**src/rtl/top_scores_reader.sv**
```systemverilog
// TOP_SCORES leaderboard reader: snapshots all places on refresh, converts each score to BCD
// with a sequential double-dabble and streams one entry per place over valid/ready.
package top_scores_pkg;
    localparam int unsigned TS_SCORE_W = 16;
    localparam int unsigned TS_INDEX_W = 4;
    localparam int unsigned TS_PLACES  = 3;

    typedef struct packed {
        logic [TS_PLACES-1:0][TS_SCORE_W-1:0] placeScore;
        logic [TS_PLACES-1:0][TS_INDEX_W-1:0] placeIndex;
    } TOP_SCORES;
endpackage

module top_scores_reader
    import top_scores_pkg::*;
#(
    parameter int unsigned SCORE_WIDTH = TS_SCORE_W,
    parameter int unsigned BCD_DIGITS  = 5,
    parameter int unsigned NUM_PLACES  = TS_PLACES
) (
    input  logic                            clk,
    input  logic                            resetN,
    input  TOP_SCORES                       topScores,
    input  logic                            refresh,
    input  logic                            entryReady,
    output logic                            entryValid,
    output logic [$clog2(NUM_PLACES)-1:0]   entryPlace,
    output logic [TS_INDEX_W-1:0]           entryPlayer,
    output logic [4*BCD_DIGITS-1:0]         entryDigits,
    output logic                            entryEmpty,
    output logic                            busy,
    output logic                            done
);

    localparam int unsigned PW = $clog2(NUM_PLACES);
    localparam int unsigned CW = $clog2(SCORE_WIDTH + 1);
    localparam int unsigned BW = 4 * BCD_DIGITS;

    typedef enum logic [1:0] {IDLE, CONVERT, PRESENT, FINISH} state_t;

    state_t                  state_q, state_d;
    TOP_SCORES               snap_q, snap_d;
    logic [PW-1:0]           place_q, place_d, place_nxt;
    logic [SCORE_WIDTH-1:0]  bin_q, bin_d;
    logic [BW-1:0]           bcd_q, bcd_d, bcd_adj, bcd_shift;
    logic [CW-1:0]           cnt_q, cnt_d;
    logic                    pending_q, pending_d;
    logic                    busy_q, busy_d;
    logic                    done_q, done_d;
    logic                    valid_q, valid_d;
    logic [PW-1:0]           oplace_q, oplace_d;
    logic [TS_INDEX_W-1:0]   player_q, player_d;
    logic [BW-1:0]           digits_q, digits_d;
    logic                    empty_q, empty_d;
    logic                    start;

    always_comb begin
        bcd_adj = bcd_q;
        for (int unsigned i = 0; i < BCD_DIGITS; i++) begin
            if (bcd_q[4*i +: 4] >= 4'd5) begin
                bcd_adj[4*i +: 4] = bcd_q[4*i +: 4] + 4'd3;
            end
        end
    end

    assign bcd_shift = {bcd_adj[BW-2:0], bin_q[SCORE_WIDTH-1]};
    assign place_nxt = place_q + 1'b1;

    always_comb begin
        state_d   = state_q;
        snap_d    = snap_q;
        place_d   = place_q;
        bin_d     = bin_q;
        bcd_d     = bcd_q;
        cnt_d     = cnt_q;
        pending_d = pending_q;
        busy_d    = busy_q;
        done_d    = 1'b0;
        valid_d   = valid_q;
        oplace_d  = oplace_q;
        player_d  = player_q;
        digits_d  = digits_q;
        empty_d   = empty_q;
        start     = 1'b0;

        case (state_q)
            IDLE: start = refresh;
            CONVERT: begin
                pending_d = pending_q | refresh;
                bcd_d     = bcd_shift;
                bin_d     = bin_q << 1;
                cnt_d     = cnt_q + 1'b1;
                if (cnt_q == CW'(SCORE_WIDTH - 1)) begin
                    state_d  = PRESENT;
                    valid_d  = 1'b1;
                    digits_d = bcd_shift;
                    oplace_d = place_q;
                    player_d = snap_q.placeIndex[place_q];
                    empty_d  = (snap_q.placeScore[place_q] == '0);
                end
            end
            PRESENT: begin
                pending_d = pending_q | refresh;
                if (valid_q && entryReady) begin
                    valid_d = 1'b0;
                    if (place_q == PW'(NUM_PLACES - 1)) begin
                        state_d = FINISH;
                        done_d  = 1'b1;
                    end else begin
                        place_d = place_nxt;
                        bin_d   = snap_q.placeScore[place_nxt];
                        bcd_d   = '0;
                        cnt_d   = '0;
                        state_d = CONVERT;
                    end
                end
            end
            FINISH: begin
                // A refresh arriving in this very cycle is folded into the pending request.
                if (pending_q || refresh) begin
                    pending_d = 1'b0;
                    start     = 1'b1;
                end else begin
                    busy_d  = 1'b0;
                    state_d = IDLE;
                end
            end
            default: state_d = IDLE;
        endcase

        if (start) begin
            snap_d  = topScores;
            place_d = '0;
            bin_d   = topScores.placeScore[0];
            bcd_d   = '0;
            cnt_d   = '0;
            busy_d  = 1'b1;
            state_d = CONVERT;
        end
    end

    always_ff @(posedge clk or negedge resetN) begin
        if (!resetN) begin
            state_q   <= IDLE;
            snap_q    <= '0;
            place_q   <= '0;
            bin_q     <= '0;
            bcd_q     <= '0;
            cnt_q     <= '0;
            pending_q <= 1'b0;
            busy_q    <= 1'b0;
            done_q    <= 1'b0;
            valid_q   <= 1'b0;
            oplace_q  <= '0;
            player_q  <= '0;
            digits_q  <= '0;
            empty_q   <= 1'b0;
        end else begin
            state_q   <= state_d;
            snap_q    <= snap_d;
            place_q   <= place_d;
            bin_q     <= bin_d;
            bcd_q     <= bcd_d;
            cnt_q     <= cnt_d;
            pending_q <= pending_d;
            busy_q    <= busy_d;
            done_q    <= done_d;
            valid_q   <= valid_d;
            oplace_q  <= oplace_d;
            player_q  <= player_d;
            digits_q  <= digits_d;
            empty_q   <= empty_d;
        end
    end

    assign entryValid  = valid_q;
    assign entryPlace  = oplace_q;
    assign entryPlayer = player_q;
    assign entryDigits = digits_q;
    assign entryEmpty  = empty_q;
    assign busy        = busy_q;
    assign done        = done_q;

endmodule

```
**config.mk**
```make
export PLATFORM = sky130hd
export DESIGN_NAME = top_scores_reader
export DESIGN_NICKNAME = d
export VERILOG_FILES = /design/src/rtl/top_scores_reader.sv
export SDC_FILE = /design/constraint.sdc
export NUM_CORES = 1
export LEC_CHECK = 0
export BUFFER_PORTS_ARGS = -buffer_cell sky130_fd_sc_hd__buf_2
export CAP_MARGIN = 5
export CORE_MARGIN = 5
export CORE_UTILIZATION = 50
export CTS_BUF_LIST = sky130_fd_sc_hd__clkbuf_4
export CTS_CLUSTER_SIZE = 40
export DETAILED_ROUTE_END_ITERATION = 8
export PLACE_DENSITY = 0.73
export SLEW_MARGIN = 10
export SYNTH_ARGS = -nofsm -noshare
export SYNTH_HDL_FRONTEND = slang
export SYNTH_SLANG_ARGS = --single-unit
```
**constraint.sdc**
```tcl
create_clock -name clk -period 4.4 [get_ports clk]
set_input_delay 1.32 -clock clk [delete_from_list [all_inputs] [get_ports clk]]
set_output_delay 1.32 -clock clk [all_outputs]
set_load 0.02 [all_outputs]
```
# After elaboration in Yosys (flattened, before gate mapping)
# Cells that the tools add are included.
[word_totals] regBits=136 in_bits=64 output_inout_bits=30 word_cells=113
[op_classes] addsub=7 n_lt_le_gt_ge=7 eq_ne=14 muxes=46 bitwise=1 n_reduce_logical=19
[op_table] op="16-bit 2-to-1 mux" n=5
[op_table] op="16-bit binary-select mux with 2-bit select" n=2
[op_table] op="20-bit 2-to-1 mux" n=3
[op_table] op="20-bit one-hot mux with 2 select lines" n=1
[op_table] op="16-bit one-hot mux with 2 select lines" n=1
[op_table] op="4-bit by 3-bit greater-or-equal comparator with 1-bit output (second input constant)" n=5
[op_table] op="4-bit 2-to-1 mux" n=5
[op_table] op="2-bit 2-to-1 mux" n=9
[op_table] op="4-bit by 2-bit adder with 4-bit output (second input constant)" n=4
[op_table] op="16-bit zero test" n=1
[op_table] op="5-bit 2-to-1 mux" n=3
[op_table] op="3-bit != test (second input constant)" n=4
[op_table] op="1-bit 2-to-1 mux" n=10
[op_table] op="2-bit != test (second input constant)" n=5
[op_table] op="5-bit one-hot mux with 2 select lines" n=1
[op_table] op="2-bit nonzero test" n=5
[op_table] op="3-bit AND reduction" n=3
[op_table] op="4-bit binary-select mux with 2-bit select" n=1
[op_table] op="2-bit == test (second input constant)" n=3
[op_table] op="2-bit by 3-bit less-than comparator with 1-bit output (second input constant)" n=2
[op_table] op="1-bit one-hot mux with 2 select lines" n=3
[op_table] op="2-bit one-hot mux with 3 select lines" n=1
[op_table] op="2-bit AND reduction" n=3
[op_table] op="5-bit by 1-bit adder with 5-bit output (second input constant)" n=1
[op_table] op="other kinds (13)" n=13

# Longest topological paths before layout
[logic_depth] word_depth=7 depth_mapped=11 depth_no_buf=7

# Worst setup path after synthesis
# Ideal clock, no wire load.
[synth_path] path_type="input -> register" startpoint="input refresh" endpoint="register bcd_q[11]" setup_ns=0.126 arrival_ns=2.187 t_required_ns=4.274 path_slack_ns=2.087 cell_stages=6 path_buffers=1 cell_sequence="o21ai_1 > a21oi_2 > nor2_1 > buf_2 > and3_1 > a221o_1"
[synth_between] elab_chain_len=5 elab_cells_between_ends=8 classes_between="eq/ne: 2; mux: 3; reduce/logical: 3"
[synth_rtl] element="start: declaration" line="24" rtl="input logic refresh,"
[synth_rtl] element="1-bit logical OR" line="120" rtl="if (pending_q || refresh) begin"
[synth_rtl] element="1-bit 2-to-1 mux" line="120"
[synth_rtl] element="1-bit one-hot mux with 2 select lines *" line="86" rtl="case (state_q)"
[synth_rtl] element="3-bit != test (no source line) / 3-bit nonzero test (equally long branches)"
[synth_rtl] element="3-bit AND reduction (no source line)"
[synth_rtl] element="end signal: assignment" line="148" rtl="bcd_q <= '0;"
[synth_rtl] element="end signal: assignment" line="163" rtl="bcd_q <= bcd_d;"
[synth_rtl] element="end: declaration" line="45" rtl="logic [BW-1:0] bcd_q, bcd_d, bcd_adj, bcd_shift;"
# Mark *: on every way between the ends. The rest lies on a longest branch, timed or not.
# A chain may end at the register's enable or synchronous reset.

# Worst setup path after layout
[layout_path] startpoint="register state_q[0]" endpoint="register bcd_q[3]"
[layout_between] elab_chain_len=4 elab_cells_between_ends=11 classes_between="eq/ne: 5; mux: 3; reduce/logical: 3"
[layout_rtl] element="start: declaration" line="41" rtl="state_t state_q, state_d;"
[layout_rtl] element="start signal: assignment" line="159" rtl="state_q <= state_d;"
[layout_rtl] element="2-bit == test / 2-bit zero test (equally long branches)" line="86"
[layout_rtl] element="1-bit one-hot mux with 2 select lines" line="86"
[layout_rtl] element="3-bit != test (no source line) / 3-bit nonzero test (equally long branches)"
[layout_rtl] element="3-bit AND reduction (no source line)"
# Parallel ways exist; a longest one is shown, timed or not.

==> results.md <==
* Wire per inst at 15.4 um
* R2r startpoint: state_q[0]
* EDFF count, synth at 0
* GP Congestion at 0.839
* Peak VDD IR at 0.000350 V
* CTS H-Tree Depth at 4
* Period minus WS final at 2760 ps
* CTS Root Cell: clkbuf_4
* Clock Path Buffers at 2
* Antenna-violating nets left at 0
* Vias in the first global route at 5271
* Slew Limit Fails at 0
* Setup violators final at 0
* Core Box Area at 12700 um^2
* Asr flop ratio synth at 100%
* Ys flop type: dfrtp_1
* Most frequent cell after synthesis: nand2_1
* Fin. Hold Viols at 0
* Slew @ Worst Pin at 991 ps
* Placement row count at 41
* Worst EP required at 4890 ps
* Height of the die at 124 um
* Clk slew on worst S/H paths at 110 ps
* Nets@finish at 868
* Setup bufs post-CTS at 0
* Vias at 5227
* Initial antenna violation count at 2
* Die area at 15400 um^2
* Mapped Nets at 787
* Fin crit share at 62.8%
* Initial Utilization at 51.4%
* Cell area power density at 672 nW/um^2
* CP delay by family, top: simple AND/OR/NAND/NOR gates
* Largest net degree at the start of global routing at 73
* TritonCTS buffer count at 17
* Mean post-synth cell area at 9.24 um^2
* DRT Wirelength at 15000 um
* CP Launch Point: state_q[0]
* Layout cells sized above 1 at 18.3%
* CTS Hold Bufs at 0
* R2R Setup Slk at 1640 ps
* Fmax at 362 MHz
* Worst-skew pair later-pin latency at 550 ps
* Number of I/O pins at 94
* DP HPWL at 10700 um
* Final Skew at 14.6 ps
* Min-delay worst type: flip-flop to flip-flop
* Worst reg2reg path depth at 7
* Total Neg Setup Slack at 0 ps
* First-pass iteration count of the detailed router at 5
* Post-synth top area share at 52.3%
* Crit-path cells: inv_1 > ha_1 > buf_4 > nand2b_1 > nand2_2 > nor2_2 > a221o_1
* Remaining Overflow, GRT at 0
* Post_cts resized at 0
* Fin util at 58.1%
* Number of max-cap violations at 0
* RSZ-0062 raised after global routing: false
* Synth cell types at 41
* Sequential share of the synthesized area at 52.3%
* Worst-path fanout max at 40
* Critical path depth in cells at 7
* Leak at 3.74 nW
* Die width at 124 um
* Average vias per placed instance at 5.37
* First-pass GRT wire length at 25200 um
* Top post-synthesis cells by area: dfrtp_1 (52%), nand2_1 (13%), a21oi_1 (4.1%), mux2i_1 (4.0%), ha_1 (3.5%)
* Drc violations at 0
* Drt initial violations at 358
* Cell taking the most area after synthesis: dfrtp_1
* Cell count after synthesis at 705
* Fin Hold WS at 482 ps
* FF-to-FF End: bcd_q[3]
* Slew HR at 33.8%
* Worst path bufs/invs at 2
* Crit end category: flip-flop
* Clk sink count at 136
* Critical path class: flip-flop to flip-flop
* Fin cells at 973
* Startpoint types: flip-flop
* Synth Cell Area at 6510 um^2
* Fillers at 1144
* Slowest CP cell: nor2_2
* #FFs+latches synth at 136
* Commonest cells in the netlist: nand2_1 (231), dfrtp_1 (136), a21oi_1 (54)
* TritonCTS clock tree: done
* Area grow syn2layout at 12.9%
* Status: finished clean
* Warnings, synthesis at 0
* GRT Overall Usage at 21.1%
* Crit-path max cell delay at 780 ps
* IO Port Bufs at 93
* Cell count after placement at 939
* End of the critical path: bcd_q[3]
* WP data arrival at 3250 ps
-- kinds of logic (layout without fill, tap and decap cells) --
family / after synthesis / after routing / share of synthesized area (%)
buf+inv: 55 / 149 / 3.75
fa+ha+maj: 18 / 18 / 3.46
other cells: 0 / 2 / 0
compound gates: 140 / 140 / 13.3
flops: 136 / 136 / 52.3
simple gates: 312 / 312 / 20.4
xor+xnor: 7 / 7 / 0.941
mux: 37 / 37 / 5.90
-- layer usage --
layer | GRT usage, % | wire (um)
met1 | 27.6 | 6720
met2 | 33.9 | 7280
met3 | 4.77 | 742
met4 | 9.24 | 284
met5 | 0 | 0
-- sequential cells by signal, indices dropped and copies added, names as in the netlist, 4 cells and up --
register and flops:
entryDigits 20, entryPlayer 4, bcd_q 20, snap_q 60, bin_q 16, cnt_q 5
-- per-stage QoR --
| step | area, um^2 | total power (W) | worst slack [ps] |
|---|---|---|---|
| 6_report | 7360 | 0.00495 | 1640 |
| 5_1_grt | 7360 | 0.00538 | 1430 |
| 4_1_cts | 7350 | 0.00497 | 1650 |
| 3_5_place_dp | 7100 | 0.00420 | 1300 |
| 3_3_place_gp | 7100 | 0.00410 | 1350 |
| 2_1_floorplan | 6510 | 0.00368 | 2090 |
-- cells in the final DEF (no fill, tap or decap), drive strengths merged, types with 2 or more instances in the layout --
cell type / Yosys / layout
nand2: 232 / 232
dfrtp: 136 / 136
buf: 26 / 102
a21oi: 55 / 55
o21ai: 33 / 33
nor2: 31 / 31
o211ai: 30 / 30
mux2i: 26 / 26
clkbuf: 14 / 19
ha: 18 / 18
inv: 15 / 15
mux2: 11 / 11
nor4: 11 / 11
a22o: 10 / 10
clkinv: 0 / 10
nand2b: 9 / 9
nor3b: 9 / 9
and3: 7 / 7
xnor2: 7 / 7
a221o: 5 / 5
nand3: 3 / 3
diode: 0 / 2
nand4: 2 / 2
bufinv: 0 / 2
a21o: 2 / 2
-- final cells by class --
type / instances / area, um^2 / share of cell area (%)
Multi-Input combinational cell: 514 / 2870 / 39.1
Timing Repair Buffer: 102 / 548 / 7.45
Clock buffer: 19 / 143 / 1.94
Antenna cell: 2 / 5.00 / 0.0680
Tap cell: 172 / 215 / 2.93
Sequential cell: 136 / 3400 / 46.3
Inverter: 15 / 56.3 / 0.765
Clock inverter: 13 / 111 / 1.51
-- power by group --
group	switching [W]	internal [W]	total [W]
clock	0.000432	0.000334	0.000767
sequential	0.000360	0.00168	0.00204
combinational	0.00135	0.000792	0.00214
total	0.00214	0.00280	0.00495
-- worst min-delay path by stage --
stage	start	endpoint	slack [ps]	cells past startpoint
final	busy	busy	480	2
after global routing	snap_q[5]	snap_q[5]	510	2
after CTS	snap_q[0]	snap_q[0]	490	2
after detailed placement	busy	busy	460	2
after global placement	snap_q[8]	snap_q[8]	460	2
after floorplan	snap_q[0]	snap_q[0]	440	2
-- worst reg2reg max path, cell delays in order, from the launching register on --
cell      delay [ps]
dfrtp_1          440
inv_1            120
ha_1             150
buf_4            360
nand2b_1         280
nand2_2          270
nor2_2           780
a221o_1          300
(Power assumes the default switching activity.)
